**config.mk**
```make
export PLATFORM = sky130hd
export DESIGN_NAME = rc5_key_sequencer_flat
export DESIGN_NICKNAME = d
export VERILOG_FILES = /design/src/rtl/rc5_key_sequencer_if.sv /design/src/rtl/rc5_key_sequencer.sv /design/src/flat_wrapper.sv
export SDC_FILE = /design/constraint.sdc
export NUM_CORES = 1
export LEC_CHECK = 0
export BUFFER_PORTS_ARGS = -buffer_cell sky130_fd_sc_hd__buf_2
export CAP_MARGIN = 20
export CORE_ASPECT_RATIO = 0.9
export CORE_MARGIN = 2
export CORE_UTILIZATION = 23
export CTS_CLUSTER_SIZE = 10
export DETAILED_ROUTE_END_ITERATION = 10
export GPL_ROUTABILITY_DRIVEN = 0
export PLACE_DENSITY_LB_ADDON = 0.12
export RECOVER_POWER = 25
export SETUP_SLACK_MARGIN = 0.4
export SYNTH_ARGS = -nofsm -noshare
export SYNTH_HDL_FRONTEND = slang
export SYNTH_SLANG_ARGS = --single-unit
```
**constraint.sdc**
```tcl
create_clock -name clk -period 3.85 [get_ports clk]
set_input_delay 0.5775 -clock clk [delete_from_list [all_inputs] [get_ports clk]]
set_output_delay 0.5775 -clock clk [all_outputs]
set_load 0.02 [all_outputs]
```
**src/rtl/rc5_key_sequencer_if.sv**
```systemverilog
// Key byte stream between a key source and the RC5 key sequencer (valid/ready, one byte per transfer).
interface rc5_key_sequencer_if;
    logic [7:0] iByte;
    logic       iByte_valid;
    logic       oByte_ready;

    modport master (output iByte, output iByte_valid, input oByte_ready);
    modport slave  (input iByte, input iByte_valid, output oByte_ready);
endinterface

```
**src/rtl/rc5_key_sequencer.sv**
```systemverilog
// Loads a B-byte key into the RC5 core key memory, then issues cipher/decipher starts and tracks done.
// Optional WAIT watchdog enabled by defining RC5_SEQ_TIMEOUT_EN.
module rc5_key_sequencer #(
    parameter int B              = 16,
    parameter int B_LENGTH       = $clog2(B),
    parameter int TIMEOUT_CYCLES = 1024
) (
    input  logic                    clk,
    input  logic                    rst,
    rc5_key_sequencer_if.slave      key_in,
    input  logic                    iGo,
    input  logic                    iMode,
    input  logic                    iKeyClear,
    output logic [7:0]              oKey_sub_i,
    output logic [B_LENGTH-1:0]     oKey_address,
    output logic                    oWen,
    output logic                    oStartCipher,
    output logic                    oStartDecipher,
    input  logic                    iDoneCipher,
    input  logic                    iDoneDecipher,
    output logic                    oKeyValid,
    output logic                    oBusy,
    output logic                    oDone,
    output logic                    oGoRejected,
    output logic                    oTimeout
);

    typedef enum logic [2:0] {
        S_IDLE, S_LOAD, S_READY, S_START, S_WAIT, S_DONE
    } state_t;

    state_t                state_q, state_d;
    logic [B_LENGTH-1:0]   count_q, count_d;
    logic                  mode_q, mode_d;
    logic                  wen_q, wen_d;
    logic [7:0]            data_q, data_d;
    logic [B_LENGTH-1:0]   addr_q, addr_d;
    logic                  start_cipher_q, start_cipher_d;
    logic                  start_decipher_q, start_decipher_d;
    logic                  done_q, done_d;
    logic                  go_rej_q, go_rej_d;
    logic                  timeout_q, timeout_d;

    logic byte_ready;
    logic transfer;
    logic sel_done;
    logic timeout_hit;

    assign byte_ready = (state_q == S_IDLE) || (state_q == S_LOAD);
    assign transfer   = key_in.iByte_valid && byte_ready;
    // Only the done flag matching the captured mode is ever looked at.
    assign sel_done   = mode_q ? iDoneDecipher : iDoneCipher;

`ifdef RC5_SEQ_TIMEOUT_EN
    localparam int TW = $clog2(TIMEOUT_CYCLES + 1);
    logic [TW-1:0] tcnt_q, tcnt_d;

    always_comb begin
        tcnt_d      = '0;
        timeout_hit = 1'b0;
        if (state_q == S_WAIT) begin
            tcnt_d      = tcnt_q + TW'(1);
            timeout_hit = (tcnt_q == TW'(TIMEOUT_CYCLES - 1));
        end
    end

    always_ff @(posedge clk) begin
        if (rst) tcnt_q <= '0;
        else     tcnt_q <= tcnt_d;
    end
`else
    assign timeout_hit = 1'b0;
`endif

    // State and datapath registers
    always_ff @(posedge clk) begin
        if (rst) begin
            state_q          <= S_IDLE;
            count_q          <= '0;
            mode_q           <= 1'b0;
            wen_q            <= 1'b0;
            data_q           <= '0;
            addr_q           <= '0;
            start_cipher_q   <= 1'b0;
            start_decipher_q <= 1'b0;
            done_q           <= 1'b0;
            go_rej_q         <= 1'b0;
            timeout_q        <= 1'b0;
        end else begin
            state_q          <= state_d;
            count_q          <= count_d;
            mode_q           <= mode_d;
            wen_q            <= wen_d;
            data_q           <= data_d;
            addr_q           <= addr_d;
            start_cipher_q   <= start_cipher_d;
            start_decipher_q <= start_decipher_d;
            done_q           <= done_d;
            go_rej_q         <= go_rej_d;
            timeout_q        <= timeout_d;
        end
    end

    // Next-state logic
    always_comb begin
        state_d = state_q;
        count_d = count_q;
        mode_d  = mode_q;
        case (state_q)
            S_IDLE, S_LOAD: begin
                if (transfer) begin
                    if (count_q == B_LENGTH'(B - 1)) begin
                        count_d = '0;
                        state_d = S_READY;
                    end else begin
                        count_d = count_q + B_LENGTH'(1);
                        state_d = S_LOAD;
                    end
                end
            end
            S_READY: begin
                if (iKeyClear) begin
                    state_d = S_IDLE;
                end else if (iGo) begin
                    mode_d  = iMode;
                    state_d = S_START;
                end
            end
            S_START: state_d = S_WAIT;
            S_WAIT: begin
                if (sel_done)         state_d = S_DONE;
                else if (timeout_hit) state_d = S_READY;
            end
            S_DONE: begin
                // Leave only once the level drops so a held done counts once.
                if (!sel_done) state_d = S_READY;
            end
            default: state_d = S_IDLE;
        endcase
    end

    // Output logic
    always_comb begin
        wen_d            = transfer;
        data_d           = transfer ? key_in.iByte : data_q;
        addr_d           = transfer ? count_q : addr_q;
        start_cipher_d   = 1'b0;
        start_decipher_d = 1'b0;
        if ((state_q == S_START) ||
            ((state_q == S_WAIT) && !sel_done && !timeout_hit)) begin
            start_cipher_d   = !mode_q;
            start_decipher_d = mode_q;
        end
        done_d    = (state_q == S_WAIT) && sel_done;
        timeout_d = (state_q == S_WAIT) && !sel_done && timeout_hit;
        go_rej_d  = iGo && (state_q != S_READY);
    end

    assign key_in.oByte_ready = byte_ready;
    assign oKey_sub_i         = data_q;
    assign oKey_address       = addr_q;
    assign oWen               = wen_q;
    assign oStartCipher       = start_cipher_q;
    assign oStartDecipher     = start_decipher_q;
    assign oKeyValid          = (state_q == S_READY) || (state_q == S_START) ||
                                (state_q == S_WAIT)  || (state_q == S_DONE);
    assign oBusy              = (state_q == S_START) || (state_q == S_WAIT) || (state_q == S_DONE);
    assign oDone              = done_q;
    assign oGoRejected        = go_rej_q;
    assign oTimeout           = timeout_q;

endmodule
```
**src/flat_wrapper.sv**
```systemverilog
// flat-port wrapper written by rule: the top's interface ports become plain ports
module rc5_key_sequencer_flat 
#(
    parameter int B              = 16,
    parameter int B_LENGTH       = $clog2(B),
    parameter int TIMEOUT_CYCLES = 1024
)
  (clk, rst, iGo, iMode, iKeyClear, oKey_sub_i, oKey_address, oWen, oStartCipher, oStartDecipher, iDoneCipher, iDoneDecipher, oKeyValid, oBusy, oDone, oGoRejected, oTimeout, key_in_iByte, key_in_iByte_valid, key_in_oByte_ready);
  rc5_key_sequencer_if key_in_i ();
  input  logic clk;
  input  logic rst;
  input  logic iGo;
  input  logic iMode;
  input  logic iKeyClear;
  output logic [7:0] oKey_sub_i;
  output logic [B_LENGTH-1:0] oKey_address;
  output logic oWen;
  output logic oStartCipher;
  output logic oStartDecipher;
  input  logic iDoneCipher;
  input  logic iDoneDecipher;
  output logic oKeyValid;
  output logic oBusy;
  output logic oDone;
  output logic oGoRejected;
  output logic oTimeout;
  input wire logic [$bits(key_in_i.iByte)-1:0] key_in_iByte;
  input wire logic [$bits(key_in_i.iByte_valid)-1:0] key_in_iByte_valid;
  output wire logic [$bits(key_in_i.oByte_ready)-1:0] key_in_oByte_ready;
  assign key_in_i.iByte = key_in_iByte;
  assign key_in_i.iByte_valid = key_in_iByte_valid;
  assign key_in_oByte_ready = key_in_i.oByte_ready;
  rc5_key_sequencer #(.B(B), .B_LENGTH(B_LENGTH), .TIMEOUT_CYCLES(TIMEOUT_CYCLES)) u_core (.clk(clk), .rst(rst), .key_in(key_in_i), .iGo(iGo), .iMode(iMode), .iKeyClear(iKeyClear), .oKey_sub_i(oKey_sub_i), .oKey_address(oKey_address), .oWen(oWen), .oStartCipher(oStartCipher), .oStartDecipher(oStartDecipher), .iDoneCipher(iDoneCipher), .iDoneDecipher(iDoneDecipher), .oKeyValid(oKeyValid), .oBusy(oBusy), .oDone(oDone), .oGoRejected(oGoRejected), .oTimeout(oTimeout));
endmodule
```
# Word level (Yosys, flattened, before mapping)

Index checks and enable logic that the tools add are counted.

Bits in registers: 25
Output and inout port bits: 21
Logic and storage cells: 52
Bits of input ports: 16

Mux-type cells: 9
Reduce and logical (&&, ||, !) cells: 19
Eq/ne operators: 11
Bitwise logic cells: 2
Add/sub/neg operators: 1

Operators by type and width:

| kind                  | number |
|---|---|
| $mux W3               | 5 |
| $pmux W3 S5           | 1 |
| $logic_or A1 B1 Y1    | 7 |
| $eq A3 B2 Y1 const B  | 2 |
| $eq A3 B3 Y1 const B  | 2 |
| $add A4 B1 Y4 const B | 1 |
| $eq A4 B4 Y1 const B  | 1 |
| $logic_and A1 B1 Y1   | 4 |
| $mux W4               | 1 |
| $ne A2 B1 Y1 const B  | 2 |
| $reduce_and A4 Y1     | 1 |
| $reduce_or A2 Y1      | 2 |
| $eq A3 B1 Y1 const B  | 1 |
| $logic_not A3 Y1      | 1 |
| $ne A3 B2 Y1 const B  | 1 |
| $ne A3 B3 Y1 const B  | 1 |
| $reduce_and A3 Y1     | 1 |
| $logic_not A1 Y1      | 2 |
| $mux W2               | 1 |
| $ne A2 B2 Y1 const B  | 1 |
| $not A1 Y1            | 2 |
| $reduce_and A2 Y1     | 1 |
| $mux W1               | 1 |

# Longest topological paths before layout

Depth after elaboration: 6
Gate-level depth with buffers: 7
Gate-level depth less buffers: 6

# Least setup slack after synthesis

Ideal clock, no wire load.

Path type: flip-flop to flip-flop
From: reg u_core.state_q[2]
To: reg u_core.state_q[0]
Buffers on the path: 0
Clock period less this slack: 1.805 ns
Arrival time: 1.735 ns
Stages on the path, launching flop included: 7
Path slack: 2.045 ns
Required time: 3.780 ns
Path through: dfxtp_1 -> inv_1 -> ha_1 -> nand2b_1 -> o221ai_2 -> or4b_1 -> a21oi_1

Cells in the longest elaborated chain, start to end: 5
Elaborated cells between the ends (all ways): 15
Those cells by class: 9 x eq/ne; 1 x mux; 5 x reduce/logical

RTL lines:

| item                                                    | line                    | RTL |
|---|---|---|
| from (decl)                                             | rc5_key_sequencer.sv:32 | `state_t state_q, state_d;` |
| from (signal assigned)                                  | rc5_key_sequencer.sv:90 | `state_q <= state_d;` |
| $eq A3 B1 Y1 / $logic_not A3 Y1 (equally long branches) | rc5_key_sequencer.sv:49 | `assign byte_ready = (state_q == S_IDLE) \|\| (state_q == S_LOAD);` |
| $logic_or A1 B1 Y1 (*)                                  | rc5_key_sequencer.sv:49 |  |
| via key_in_oByte_ready                                  | flat_wrapper.sv:29      | `output wire logic [$bits(key_in_i.oByte_ready)-1:0] key_in_oByte_ready;` |
| $logic_and A1 B1 Y1 (*)                                 | rc5_key_sequencer.sv:50 | `assign transfer = key_in.iByte_valid && byte_ready;` |
| $ne A2 B1 Y1 (no line) (*)                              | -                       |  |
| $reduce_and A4 Y1 (no line) (*)                         | -                       |  |

Mark *: on every way through the listed nets, which the timed path passes. The rest lies on a longest branch.
A chain may end at the register's enable or synchronous reset.

# Worst setup path in the final report

From: reg u_core.state_q[2]
To: reg u_core.count_q[3]

Cells in the longest elaborated chain, start to end: 4
Elaborated cells between the ends (all ways): 6
Those cells by class: 1 x eq/ne; 5 x reduce/logical

RTL lines:

| item                                                    | line                                              | RTL |
|---|---|---|
| $eq A3 B1 Y1 / $logic_not A3 Y1 (equally long branches) | rc5_key_sequencer.sv:49, rc5_key_sequencer.sv:109 |  |
| $logic_or A1 B1 Y1                                      | rc5_key_sequencer.sv:49                           |  |
| $logic_and A1 B1 Y1                                     | rc5_key_sequencer.sv:50                           |  |
| $reduce_and A2 Y1 (no line) (*)                         | -                                                 |  |
| to (signal assigned)                                    | rc5_key_sequencer.sv:91                           | `count_q <= count_d;` |
| to (decl)                                               | rc5_key_sequencer.sv:33                           | `logic [B_LENGTH-1:0] count_q, count_d;` |

Every way passes the cells marked *; elsewhere a longest branch is shown, timed or not.

==> metrics.md <==
| Metric | Value |
|---|---|
| Distinct cells, synth | `33` |
| H-tree levels | `1` |
| Fillers | `518` |
| Die area | `5280 um2` |
| TNS Setup | `0 ns` |
| Status | `completed` |
| Final min period | `2.15 ns` |
| Port bufs | `35` |
| Power Total | `roughly 0.48 mW` |
| Area grow syn2layout | `21.1%` |
| Mapped Nets | `144` |
| Post-Synthesis Mean Instance Area | `8.68 um2` |
| Pwr dens | `approximately 360 nW/um2` |
| Lkg Pwr | `around 0.53 nW` |
| Worst Skew | `approximately 0.0025 ns` |
| First-pass DRT Iterations | `4` |
| Die X | `around 76 um` |
| Yosys Warn Count | `0` |
| Layout Nets | `177` |
| Final Max Slew Viols | `0` |
| RSZ-0062 raised after global routing | `false` |
| Delay-heaviest family, CP | `simple AND/OR/NAND/NOR gates` |
| Met2 wire length | `between 1000 and 1500 um` |
| CP max-delay cell | `and2_0` |
| Global-route wire length before repair | `4320 um` |
| Final core utilization | `roughly 30%` |
| Peak supply drop | `128 uV` |
| Max Freq | `roughly 460 MHz` |
| Crit start category | `flip-flop` |
| Slew HR | `between 50% and 60%` |
| Seq cells post-synth | `25` |
| Max Cap Viol | `0` |
| Crit-path max FO | `14` |
| Initial antenna violation count | `0` |
| Max layer used | `met4` |
| Critical-path cell list | `inv_1 > ha_1 > and2_0 > nand2_1 > or3_1 > a21oi_1` |
| Via count | `915` |
| Initial core utilization | `around a quarter` |
| CTS root buffer | `clkbuf_8` |
| # resized after CTS | `0` |
| Vias in the first global route | `898` |
| Slew @ Worst Pin | `around 0.7 ns` |
| Most frequent cells in the layout | `34 x nand2_1, 27 x buf_2, 25 x dfxtp_1, 21 x a21oi_1, 9 x clkbuf_1` |
| Layout cell share with drive strength beyond 1 | `22.9%` |
| Largest net degree at the start of global routing | `25` |
| Via density | `about 4.2` |
| DRC | `0` |
| Core Box Area | `between 4000 and 5000 um2` |
| CTS tree | `built` |
| GRT overflow | `0` |
| Hold Vio Cnt, Final | `0` |
| Post-CTS Setup Inserts | `0` |
| Clock-pin slew on the worst setup and hold paths | `about 0.090 ns` |
| Die Y | `just under 70 um` |
| Seq/Total Area, Yosys | `between 40% and 50%` |
| Max clock buf depth | `2` |
| Post-DRT Antenna Nets | `0` |
| # clock sinks | `25` |
| HP Class | `reg -> reg` |
| Num CTS Buffers | `3` |
| FP Rows | `23` |
| Worst-skew pair later-pin latency | `~0.26 ns` |
| Initial DRC count | `32` |
| Top Ports | `37` |
| Critical path arrival | `2.35 ns` |
| Mapped Cells | `125` |
| Worst setup margin | `around 1.7 ns` |
| Wl on met1 | `1280 um` |
| Worst EP required | `approximately 4.1 ns` |
| Mapped Area | `approximately 1100 um2` |
| Largest stage delay, worst path | `approximately 0.62 ns` |
| Commonest non-fill, non-tap cell in the layout | `nand2_1` |
| Final setup fails | `0` |
| Antenna Cells | `0` |
| WL final | `between 2000 and 3000 um` |
| Critical Path End Type | `flip-flop` |
| Avg WL per Cell | `11.4 um` |
| Worst path bufs/invs | `1` |
| Global-route usage over all layers | `roughly 10%` |
| Final period util | `between 50% and 60%` |
| Hold buffers post-CTS | `0` |
| Routed wl met3 | `~150 um` |
| Hpwl dp | `roughly 1800 um` |
| Setup WS pre-CTS | `~1.6 ns` |
| Setup CP Type | `reg -> reg` |
## flip-flops by register name, summed over array words and instances, names as in the netlist
signal and flops:
u_core.oStartDecipher 1, u_core.oGoRejected 1, u_core.oKey_sub_i 8, u_core.count_q 4
u_core.oKey_address 4, u_core.oWen 1, u_core.state_q 3, u_core.mode_q 1
u_core.oStartCipher 1, u_core.oDone 1
## through the flow
step | hold slack, ns | cell area (um2) | cells
2_1_floorplan | 0.464 | 1080 | 125
3_3_place_gp | 0.441 | 1300 | 215
3_5_place_dp | 0.445 | 1300 | 215
4_1_cts | 0.458 | 1340 | 219
5_1_grt | 0.482 | 1310 | 219
6_report | 0.454 | 1310 | 219
## worst min-delay path: cells and delay by family (launching register included)
family / cells / cell delay, ns
DFF: 1 / 0.31
AOI/OAI and AO/OA: 1 / 0.05
and+or+nand+nor: 1 / 0.05
## path summary, 6_finish.rpt
path                                        endpoint                  from  cells past startpoint  slack, ns
worst max-delay path               u_core.count_q[3]     u_core.state_q[2]                      6       1.70
worst min-delay path            u_core.oKey_sub_i[7]  u_core.oKey_sub_i[7]                      2       0.45
worst max register to register     u_core.count_q[3]     u_core.state_q[2]                      6       1.70
worst min register to register  u_core.oKey_sub_i[7]  u_core.oKey_sub_i[7]                      2       0.45
## cell families (layout without fill, tap and decap cells)
logic type / Yosys count / after routing / synth area share (%)
other cells: 1 / 1 / 0.346
fa+ha+maj: 3 / 3 / 3.46
simple gates: 55 / 55 / 26.9
compound gates: 29 / 29 / 15.7
flops: 25 / 25 / 46.1
xor+xnor: 1 / 1 / 0.808
buf+inv: 10 / 42 / 4.61
mux: 1 / 1 / 2.08
## area by class of cell
class / count / area, um2 / share of cell area [%]
Sequential cell: 25 / 500 / 38.1
Timing Repair Buffer: 35 / 165 / 12.6
Multi-Input combinational cell: 90 / 514 / 39.1
Clock buffer: 4 / 45.0 / 3.43
Inverter: 3 / 11.3 / 0.857
Tap cell: 62 / 77.6 / 5.90
## report_power, final
part | internal, mW | switching, mW
registers | 0.267 | 0.00676
clock network | 0.0739 | 0.0801
logic | 0.0176 | 0.0311
## synth_stat cells
cell type,count,area (um2)
and2b_2,1,8.76
ha_1,3,37.5
or4b_1,1,10.0
nor2_1,3,11.3
inv_1,3,11.3
buf_6,1,11.3
nor4b_4,1,23.8
and2_2,1,7.51
a21o_2,1,8.76
o21ai_0,2,10.0
a21oi_1,21,105
conb_1,1,3.75
buf_2,1,5.00
o311a_1,1,10.0
a31oi_1,1,6.26
xor2_1,1,8.76
or3_1,1,6.26
a21o_1,1,7.51
dfxtp_1,25,500
nand3b_1,2,15.0
o221ai_2,1,15.0
nand4_1,2,12.5
or4b_4,1,13.8
nor3b_1,2,15.0
clkbuf_1,4,15.0
nor3b_2,1,12.5
mux2i_4,1,22.5
a211oi_1,1,7.51
and2_0,1,6.26
nand2b_1,1,6.26
nand2_1,34,128
nand3_1,3,15.0
buf_4,1,7.51
## metal layers
layer | up-vias | track usage, %
li1 | 485 | -
met1 | 405 | 13.8
met2 | 23 | 15.0
met3 | 2 | 3.40
met4 | 0 | 2.42
met5 | - | 0
Note: power is estimated with default switching activity, not from simulation.
